$ cat src/rtl/midi_rx_parser.sv
// MIDI receiver: 2-flop line synchroniser, oversampling UART and a channel-voice
// message parser with running status, emitting one-cycle note event strobes.
module midi_rx_parser #(
   parameter int CLKS_PER_BIT = 1024
) (
   input  logic       clk32,
   input  logic       rst_n,
   input  logic       midi_in,
   output logic       note_pressed,
   output logic       note_released,
   output logic       note_keypress,
   output logic       note_channelpress,
   output logic [6:0] note_interface,
   output logic [6:0] velocity,
   output logic [3:0] channel,
   output logic       framing_err
);

   localparam int HALF_BIT = CLKS_PER_BIT / 2;
   localparam int CW       = $clog2(CLKS_PER_BIT + 1);

   typedef enum logic [2:0] {
      S_IDLE,
      S_START,
      S_DATA,
      S_STOP,
      S_WAIT_HIGH
   } uart_state_t;

   // Reset asserts asynchronously but releases on a clock edge.
   logic [1:0] rst_sync_q;
   logic       rst_int_n;

   always_ff @(posedge clk32 or negedge rst_n) begin
      if (!rst_n) rst_sync_q <= 2'b00;
      else        rst_sync_q <= {rst_sync_q[0], 1'b1};
   end
   assign rst_int_n = rst_sync_q[1];

   logic [1:0]  sync_q;
   logic        line;
   uart_state_t state_q, state_d;
   logic [CW-1:0] cnt_q, cnt_d;
   logic [2:0]  bit_q, bit_d;
   logic [7:0]  shift_q, shift_d;
   logic        rx_strobe_q, rx_strobe_d;
   logic        fe_q, fe_d;

   assign line = sync_q[1];

   always_comb begin
      state_d     = state_q;
      cnt_d       = cnt_q;
      bit_d       = bit_q;
      shift_d     = shift_q;
      rx_strobe_d = 1'b0;
      fe_d        = 1'b0;
      case (state_q)
         S_IDLE: begin
            if (!line) begin
               state_d = S_START;
               cnt_d   = '0;
            end
         end
         S_START: begin
            if (cnt_q == CW'(HALF_BIT - 1)) begin
               cnt_d   = '0;
               bit_d   = 3'd0;
               state_d = line ? S_IDLE : S_DATA;
            end else begin
               cnt_d = cnt_q + CW'(1);
            end
         end
         S_DATA: begin
            if (cnt_q == CW'(CLKS_PER_BIT - 1)) begin
               cnt_d   = '0;
               shift_d = {line, shift_q[7:1]};
               if (bit_q == 3'd7) state_d = S_STOP;
               else               bit_d   = bit_q + 3'd1;
            end else begin
               cnt_d = cnt_q + CW'(1);
            end
         end
         S_STOP: begin
            if (cnt_q == CW'(CLKS_PER_BIT - 1)) begin
               cnt_d = '0;
               if (line) begin
                  rx_strobe_d = 1'b1;
                  state_d     = S_IDLE;
               end else begin
                  fe_d    = 1'b1;
                  state_d = S_WAIT_HIGH;
               end
            end else begin
               cnt_d = cnt_q + CW'(1);
            end
         end
         S_WAIT_HIGH: begin
            if (line) state_d = S_IDLE;
         end
         default: state_d = S_IDLE;
      endcase
   end

   // Parser state: running status of 0 means none (bit 7 is the valid flag).
   logic [7:0] rs_q, rs_d;
   logic       have_key_q, have_key_d;
   logic [6:0] key_q, key_d;
   logic       pressed_q, pressed_d;
   logic       released_q, released_d;
   logic       keypress_q, keypress_d;
   logic       chanpress_q, chanpress_d;
   logic [6:0] note_q, note_d;
   logic [6:0] vel_q, vel_d;
   logic [3:0] ch_q, ch_d;
   logic       one_byte;
   logic       msg_done;
   logic [6:0] d1, d2;

   always_comb begin
      rs_d        = rs_q;
      have_key_d  = have_key_q;
      key_d       = key_q;
      pressed_d   = 1'b0;
      released_d  = 1'b0;
      keypress_d  = 1'b0;
      chanpress_d = 1'b0;
      note_d      = note_q;
      vel_d       = vel_q;
      ch_d        = ch_q;
      one_byte    = (rs_q[7:5] == 3'b110);
      msg_done    = 1'b0;
      d1          = 7'd0;
      d2          = 7'd0;

      if (fe_q) have_key_d = 1'b0;

      if (rx_strobe_q) begin
         if (shift_q >= 8'hF8) begin
            rs_d = rs_q;
         end else if (shift_q[7:4] == 4'hF) begin
            rs_d       = 8'h00;
            have_key_d = 1'b0;
         end else if (shift_q[7]) begin
            rs_d       = shift_q;
            have_key_d = 1'b0;
         end else if (rs_q[7]) begin
            if (one_byte || have_key_q) begin
               msg_done   = 1'b1;
               have_key_d = 1'b0;
               d1         = one_byte ? 7'd0 : key_q;
               d2         = shift_q[6:0];
            end else begin
               key_d      = shift_q[6:0];
               have_key_d = 1'b1;
            end
         end
      end

      if (msg_done) begin
         case (rs_q[7:4])
            4'h8: released_d  = 1'b1;
            4'h9: begin
               if (d2 != 7'd0) pressed_d  = 1'b1;
               else            released_d = 1'b1;
            end
            4'hA: keypress_d  = 1'b1;
            4'hD: chanpress_d = 1'b1;
            default: ;
         endcase
         if (rs_q[7:4] == 4'h8 || rs_q[7:4] == 4'h9 ||
             rs_q[7:4] == 4'hA || rs_q[7:4] == 4'hD) begin
            note_d = d1;
            vel_d  = d2;
            ch_d   = rs_q[3:0];
         end
      end
   end

   always_ff @(posedge clk32 or negedge rst_int_n) begin
      if (!rst_int_n) begin
         sync_q      <= 2'b11;
         state_q     <= S_IDLE;
         cnt_q       <= '0;
         bit_q       <= 3'd0;
         shift_q     <= 8'h00;
         rx_strobe_q <= 1'b0;
         fe_q        <= 1'b0;
         rs_q        <= 8'h00;
         have_key_q  <= 1'b0;
         key_q       <= 7'd0;
         pressed_q   <= 1'b0;
         released_q  <= 1'b0;
         keypress_q  <= 1'b0;
         chanpress_q <= 1'b0;
         note_q      <= 7'd0;
         vel_q       <= 7'd0;
         ch_q        <= 4'd0;
      end else begin
         sync_q      <= {sync_q[0], midi_in};
         state_q     <= state_d;
         cnt_q       <= cnt_d;
         bit_q       <= bit_d;
         shift_q     <= shift_d;
         rx_strobe_q <= rx_strobe_d;
         fe_q        <= fe_d;
         rs_q        <= rs_d;
         have_key_q  <= have_key_d;
         key_q       <= key_d;
         pressed_q   <= pressed_d;
         released_q  <= released_d;
         keypress_q  <= keypress_d;
         chanpress_q <= chanpress_d;
         note_q      <= note_d;
         vel_q       <= vel_d;
         ch_q        <= ch_d;
      end
   end

   assign note_pressed      = pressed_q;
   assign note_released     = released_q;
   assign note_keypress     = keypress_q;
   assign note_channelpress = chanpress_q;
   assign note_interface    = note_q;
   assign velocity          = vel_q;
   assign channel           = ch_q;
   assign framing_err       = fe_q;

endmodule

$ cat config.mk
export PLATFORM = sky130hd
export DESIGN_NAME = midi_rx_parser
export DESIGN_NICKNAME = d
export VERILOG_FILES = /design/src/rtl/midi_rx_parser.sv
export SDC_FILE = /design/constraint.sdc
export NUM_CORES = 1
export LEC_CHECK = 0
export BUFFER_PORTS_ARGS = -buffer_cell sky130_fd_sc_hd__buf_4
export CAP_MARGIN = 20
export CORE_AREA = 2 2 105 107
export CTS_CLUSTER_SIZE = 40
export DETAILED_ROUTE_END_ITERATION = 16
export DIE_AREA = 0 0 107 109
export PLACE_DENSITY = 0.52
export SYNTH_ARGS = -nofsm -noshare
export SYNTH_HDL_FRONTEND = slang
export SYNTH_SLANG_ARGS = --single-unit
$ cat constraint.sdc
create_clock -name clk32 -period 6 [get_ports clk32]
set_input_delay 0.3 -clock clk32 [delete_from_list [all_inputs] [get_ports clk32]]
set_output_delay 0.3 -clock clk32 [all_outputs]
set_load 0.1 [all_outputs]
==> results of run 1 <==
==> per-stage QoR <==
stage	instances	hold slack, ps	cell area, um^2	utilization, %
2_1_floorplan	293	4.41	3110	-
3_3_place_gp	441	82.2	3380	31.9
3_5_place_dp	441	84.5	3380	31.9
6_report	459	73.6	3610	34.1
5_1_grt	459	46.9	3610	34.1
4_1_cts	457	57.2	3600	34.0
==> worst max-delay path by stage <==
stage                              endpoint                     from  cells past startpoint  slack, ps
finish                 cnt_q[8]$_DFFE_PN0P_   state_q[1]$_DFFE_PN0P_                      4       4090
global route         shift_q[3]$_DFFE_PN0P_     cnt_q[0]$_DFFE_PN0P_                      5       3930
CTS                 velocity[2]$_DFFE_PN0P_   shift_q[7]$_DFFE_PN0P_                      4       3950
detailed placement  velocity[2]$_DFFE_PN0P_   shift_q[7]$_DFFE_PN0P_                      4       3960
global placement    velocity[2]$_DFFE_PN0P_   shift_q[7]$_DFFE_PN0P_                      4       4000
floorplan              bit_q[0]$_DFFE_PN0P_  rst_sync_q[1]$_DFF_PN0_                      0       3940
==> flip-flops by register name, summed over array words and instances (netlist names), 3 cells and up <==
register        cells
bit_q               3
channel             4
cnt_q              11
key_q               7
note_interface      7
rs_q                8
shift_q             8
state_q             3
velocity            7
==> per-layer routing <==
metal | share of wire [%] | GRT usage [%] | routed length (um) | vias up
met3 | 3.1 | 3.47 | 187 | 9
met1 | 46 | 13.6 | 2780 | 1086
met4 | 1.3 | 3.80 | 78 | 0
met5 | 0 | 0 | 0 | -
met2 | 49 | 19.0 | 2950 | 32
li1 | - | - | - | 1085
==> synth_stat cells, types with 2 or more instances <==
cell / instances
sky130_fd_sc_hd__buf_2: 4
sky130_fd_sc_hd__a22o_1: 3
sky130_fd_sc_hd__o21ai_0: 20
sky130_fd_sc_hd__dfrtp_1: 67
sky130_fd_sc_hd__dfstp_2: 2
sky130_fd_sc_hd__nand3b_1: 3
sky130_fd_sc_hd__nand2_1: 46
sky130_fd_sc_hd__inv_1: 14
sky130_fd_sc_hd__clkbuf_1: 8
sky130_fd_sc_hd__xnor2_1: 3
sky130_fd_sc_hd__mux2_2: 17
sky130_fd_sc_hd__nand4_1: 9
sky130_fd_sc_hd__ha_1: 3
sky130_fd_sc_hd__buf_6: 4
sky130_fd_sc_hd__a21oi_1: 6
sky130_fd_sc_hd__nor2b_1: 2
sky130_fd_sc_hd__clkbuf_2: 2
sky130_fd_sc_hd__nor3_1: 6
sky130_fd_sc_hd__o31ai_1: 2
sky130_fd_sc_hd__nor2_1: 10
sky130_fd_sc_hd__nor4_1: 3
sky130_fd_sc_hd__a2111oi_0: 2
sky130_fd_sc_hd__a32o_1: 2
sky130_fd_sc_hd__a2111o_1: 2
sky130_fd_sc_hd__nand3_1: 25
sky130_fd_sc_hd__a31oi_1: 2
==> cells by family (layout without fill, tap and decap cells) <==
group / count (synthesis) / in the layout / share of synthesized area [%]
xor gates and xnor gates: 4 / 4 / 1.13
other: 1 / 1 / 0.120
and+or+nand+nor: 116 / 116 / 19.4
buffers and inverters: 32 / 58 / 5.06
adders and majority gates: 3 / 3 / 1.21
muxes: 18 / 18 / 6.47
AOI/OAI and AO/OA: 50 / 50 / 11.1
DFF: 69 / 69 / 55.5
==> critical path: stages, from the launching register on <==
cell	delay, ps
sky130_fd_sc_hd__dfrtp_1	650
sky130_fd_sc_hd__nor2_1	210
sky130_fd_sc_hd__a2111oi_0	710
sky130_fd_sc_hd__xnor2_1	190
sky130_fd_sc_hd__nor2_1	50
==> power breakdown <==
group / leakage (nW) / internal (mW) / switching (mW) / total (mW)
clock network: 0.109 / 0.232 / 0.173 / 0.406
registers: 0.940 / 0.484 / 0.0241 / 0.508
logic: 0.658 / 0.0230 / 0.0327 / 0.0557
total: 1.71 / 0.739 / 0.230 / 0.969
==> final cells by class <==
type,instances,area [um^2],share of cell area (%)
Tap cell,140,175,4.85
Clock inverter,6,87.6,2.42
Inverter,14,52.6,1.45
Sequential cell,69,1730,47.9
Timing Repair Buffer,29,218,6.02
Clock buffer,9,124,3.43
Multi-Input combinational cell,192,1230,33.9
==> results.cfg, run 1 <==
[sta]
max_slew.worst_pin.slew_ps = 816
report.final.hold_viol_count = 0
slew_violations = 0
timing.final.ws_setup_ps = 4090
fmax_ghz = 0.524
max_slew_margin_pct = 45.6
fin_crit_sh_pct = 31.8
setup_viol = 0
finalWorstPathRequiredPeriod_ps = 1910
rsz0062_at_grt = false
final.setup.tns_ps = 0
clock_skew_ps = 7.37

[clock_tree]
clk_latency_ps = 340
cts_hold_repair.buffers = 1
cts-root-to-sink-buffers = 2
clkTransAtPathRegs_ps = 70
clock_tree.root_cell = sky130_fd_sc_hd__clkbuf_8
cts.sink_count = 69
cts_setup_buffers = 0
clock_buffers_created_by_tritoncts = 9
cts_tree = yes
cts_resized = 0
htree_levels = 3

[die]
placement_rows = 38
die_w_um = 107
initial_utilization_pct = 29.4
pin_count = 26
placeable_core_region_mm2 = 0.0106
floorplan.die_area_mm2 = 0.0117
fp.dieH_um = 109

[setup_path]
path_max_fanout = 16
ff2ff_path_depth = 4
reg2reg_setup_slack_ps = 4090
worst-endpoint-required_ps = 6230
worstSetupEndpointType = flip-flop
criticalPathCategory = reg2reg
critical_path.startpoint_type = flip-flop
timing.rr.end = cnt_q[8]$_DFFE_PN0P_
critical_path_at_ps = 2140
reg2reg_from = state_q[1]$_DFFE_PN0P_

[global_routing]
first_global_vias = 2145
grt_start_max_net_pins = 68
grt_use_total_pct = 11.2
grt_remaining_overflow = 0
global_route_wire_length_before_repair_um = 10300
antenna_found_initial = 0

[worst_hold_path]
worst_hold_startpoint = midi_in
holdPathEnd = sync_q[0]$_DFF_PN1_
timing.hold.worst_path_depth = 1
hold_crit_path_type = in2reg

[routing]
dr.pass1.iters = 4
drc = 0
post_drt_wl_per_cell_um = 13.1
post_drt_via_cell_ratio = 4.82
wl_um = 5990
overall_via_count_from_detail_route = 2212
ant_nets = 0
drtIter0Drc = 107

[job]
maxCapViolations = 0

[final_layout]
mostFrequentLayoutCells = sky130_fd_sc_hd__dfrtp_1, sky130_fd_sc_hd__nand2_1, sky130_fd_sc_hd__buf_4
synthToLayoutAreaGrowth_pct = 16.1
num-fill-cells = 1075
most_common_cell_after_layout_fill_and_taps_aside = sky130_fd_sc_hd__dfrtp_1
post_route_cells_drive_above_1_share_pct = 21.6
n_antenna_cell = 0
nets = 321

[placement]
pre_cts_ws_ps = 3960
port_buffers = 25
routabilityCongestion = 0.772
dpl.hpwl_um = 4090

[power]
power.density_cell_area_mw_per_mm2 = 268
power.ir.vdd_worst_mv = 0.160
design_power_mw = 0.969
leakagePower_nw = 1.71

[synthesis]
synth.yosys.warnings = 0
async_reset_ff_share_pct = 100
synth.top_cell.area_share_pct = 53.9
synth_cell_type_count = 52
ys.flop_type = sky130_fd_sc_hd__dfrtp_1
synth-seq-cells = 69
postSynthCellCount = 293
netlist_top_cells_area = sky130_fd_sc_hd__dfrtp_1, sky130_fd_sc_hd__mux2_2, sky130_fd_sc_hd__nand2_1
seq_area_frac_synth_pct = 55.5
synth_fp_nets = 299
syn-mean-instance-area_um2 = 10.6
post_synth_instance_area_mm2 = 0.00311
number_of_enable_type_register_cells_in_the_synthesized_netlist = 0
synth_area_leader_cell = sky130_fd_sc_hd__dfrtp_1

[status]
status = completed
Power figures use the tool's default switching activity.
==> run 2: changes to the inputs <==
- ABC_AREA: unset -> 1
- CORE_AREA: 2 2 105 107 -> 2 2 107 109
- DIE_AREA: 0 0 107 109 -> 0 0 109 111
- PLACE_DENSITY: 0.52 -> 0.54
- clock period: 6 -> 1.55 ns (I/O delays scaled with it)
==> results.cfg, run 2 <==
[routing]
post_drt_via_cell_ratio = 4.50
overall_via_count_from_detail_route = 2393
drtIter0Drc = 135
dr.pass1.iters = 4
wl_um = 6690
post_drt_wl_per_cell_um = 12.6
ant_nets = 0
drc = 0

[setup_path]
reg2reg_setup_slack_ps = 90
critical_path.startpoint_type = flip-flop
cpMaxStageDelayCell = sky130_fd_sc_hd__dfstp_2
worstSetupEndpointType = flip-flop
crit_path_cell_trace = inv_1 -> nand2_1 -> o21ai_4 -> inv_2 -> nor2_1 -> xor2_1 -> nor2_1
reg2reg_from = sync_q[1]$_DFF_PN1_
criticalPathCategory = reg2reg
max_stage_delay_ps = 590
ff2ff_path_depth = 7
timing.rr.end = cnt_q[3]$_DFFE_PN0P_
worst-endpoint-required_ps = 1810
path_common_cell = sky130_fd_sc_hd__nor2_1
path_max_fanout = 7
critical_path_at_ps = 1730

[power]
combinationalPowerShare_pct = 18.9
power_frac_clock_pct = 42.8
seq_power_share_pct = 38.3
p_sw_share_pct = 29.8
power.ir.vdd_worst_mv = 0.570
power.density_cell_area_mw_per_mm2 = 1290
design_power_mw = 5.31
power.net_switching_mw = 1.58
cellInternalPower_mw = 3.73
leakagePower_nw = 1.86

[final_layout]
post_route_cells_drive_above_1_share_pct = 31.1
postLayoutCellArea_mm2 = 0.00410
n_antenna_cell = 0
synthToLayoutAreaGrowth_pct = 27.2
top_regs = cnt_q: 11 flops, rs_q: 8 flops, shift_q: 8 flops
most_common_cell_after_layout_fill_and_taps_aside = sky130_fd_sc_hd__dfrtp_1
num-fill-cells = 1071
mostFrequentLayoutCells = sky130_fd_sc_hd__dfrtp_1, sky130_fd_sc_hd__nand2_1, sky130_fd_sc_hd__buf_4
largest_register = cnt_q
nets = 390
largest_register_ffs = 11

[sta]
report.final.hold_viol_count = 0
setup_viol = 0
slew_violations = 0
timing.final.ws_setup_ps = 85.4
fmax_ghz = 0.683
fin_worst_hold_slack_ps = 66.1
fin_crit_sh_pct = 94.5
finalWorstPathRequiredPeriod_ps = 1460
clock_skew_ps = 8.14

[clock_tree]
clk_latency_ps = 330
clock_buffers_created_by_tritoncts = 9
cts_tree = yes
clock_tree.root_cell = sky130_fd_sc_hd__clkbuf_16
cts.sink_count = 69
cts-root-to-sink-buffers = 2
htree_levels = 3
clkTransAtPathRegs_ps = 60

[synthesis]
most_used_standard_cell_by_instance_count_after_synthesis = sky130_fd_sc_hd__dfrtp_1
number_of_enable_type_register_cells_in_the_synthesized_netlist = 0
synth_cell_type_count = 38
synth_area_leader_cell = sky130_fd_sc_hd__dfrtp_1
synth_common_cells = sky130_fd_sc_hd__dfrtp_1, sky130_fd_sc_hd__nand2_1, sky130_fd_sc_hd__inv_1
syn-mean-instance-area_um2 = 9.54
ys.flop_type = sky130_fd_sc_hd__dfrtp_1
synth.yosys.warnings = 0
netlist_top_cells_area = sky130_fd_sc_hd__dfrtp_1, sky130_fd_sc_hd__nand2_1, sky130_fd_sc_hd__inv_1
async_reset_ff_share_pct = 100
post_synth_instance_area_mm2 = 0.00323
synth-seq-cells = 69
seq_area_frac_synth_pct = 53.6
postSynthCellCount = 338
synth.top_cell.area_share_pct = 52.0
synth_fp_nets = 344

[placement]
routabilityCongestion = 0.807
pre_cts_ws_ps = -9.33
dpl-instance-area_mm2 = 0.00363
dpl.hpwl_um = 4470
port_buffers = 25

[global_routing]
global_route_wire_length_before_repair_um = 11400
first_global_vias = 2308
antenna_found_initial = 0
grt_start_max_net_pins = 68
grt_use_total_pct = 12.1
grt_remaining_overflow = 0

[job]
maxCapViolations = 0

[die]
placement_rows = 39
initial_utilization_pct = 29.1
pin_count = 26
fp.dieH_um = 111
floorplan.die_area_mm2 = 0.0121
die_w_um = 109
placeable_core_region_mm2 = 0.0111

[status]
status = completed

[worst_hold_path]
hold_crit_path_type = in2async
run 2: changes by cell type after synthesis, moves of 8 or more:
cell,delta
sky130_fd_sc_hd__inv_1,+20
sky130_fd_sc_hd__nand2_1,+18
sky130_fd_sc_hd__mux2_2,-17
sky130_fd_sc_hd__o21ai_2,+14
sky130_fd_sc_hd__o21ai_1,+13
sky130_fd_sc_hd__nand2_2,+11
sky130_fd_sc_hd__nor2_1,+10
sky130_fd_sc_hd__clkbuf_1,-8
run 2: what timing repair did:
| action | 4_1_cts | 5_1_grt |
|---|---|---|
| endpoints found under the setup margin | 5 | 36 |
| hold buffers | 2 | 0 |
| pin swaps | 1 | 3 |
| buffers inserted | 1 | 4 |
| resized for setup | 2 | 15 |
| endpoints found under the hold margin | 3 | 0 |
run 2: critical path: cells and delay by family, from the launching register on:
family	cells	cell delay, ps
DFF	1	590
buffers and inverters	2	260
and+or+nand+nor	3	310
AOI/OAI and AO/OA	1	110
xor gates and xnor gates	1	130
run 2: power by group through the flow:
stage               Clock, mW  Sequential, mW  Combinational [mW]
global placement            0            2.05               0.907
CTS                      2.33            2.02               0.946
detailed placement          0            2.05               0.918
global route             2.41            2.05                1.15
finish                   2.27            2.03                1.00
floorplan                   0            2.06               0.671
run 2: routing by layer:
layer  wire length (um)  global-route usage (%)  vias to the layer above
met5                  0                       0                        -
met4                104                    4.02                        0
met3                318                    3.76                       11
met2               3200                    18.5                       48
met1               3070                    16.0                     1130
li1                   -                       -                     1204
run 2: cells by family after synthesis:
group | synth area share, %
AO/OA/AOI/OAI | 14.1
XOR/XNOR | 1.90
adder cells (fa/ha/maj) | 1.16
buffers and inverters | 6.44
flip-flops | 53.6
other | 0.116
AND/OR/NAND/NOR | 22.7
run 2: stage by stage:
step	std cells	util (%)	TNS, ps
after global placement	509	32.8	0
after floorplan	338	-	0
final	532	37.0	0
after global routing	532	37.0	-43.6
after CTS	528	36.1	0
after detailed placement	509	32.8	-14.4
run 2: cell type report:
cell class / count / area [um^2] / area share, %
Timing Repair Buffer: 41 / 350 / 8.54
Multi-Input combinational cell: 223 / 1360 / 33.1
Inverter: 40 / 150 / 3.66
Tap cell: 143 / 179 / 4.36
Clock inverter: 6 / 93.8 / 2.29
Clock buffer: 10 / 239 / 5.82
Sequential cell: 69 / 1730 / 42.2
run 2: worst max path at each step:
stage	start	cells past startpoint	to	slack (ps)
final	sync_q[1]$_DFF_PN1_	7	cnt_q[3]$_DFFE_PN0P_	90
after global routing	cnt_q[1]$_DFFE_PN0P_	9	bit_q[2]$_DFFE_PN0P_	-10
after CTS	cnt_q[1]$_DFFE_PN0P_	9	state_q[2]$_DFFE_PN0P_	10
after detailed placement	cnt_q[1]$_DFFE_PN0P_	8	cnt_q[2]$_DFFE_PN0P_	-9
after global placement	cnt_q[1]$_DFFE_PN0P_	9	state_q[2]$_DFFE_PN0P_	60
after floorplan	cnt_q[0]$_DFFE_PN0P_	9	state_q[2]$_DFFE_PN0P_	110
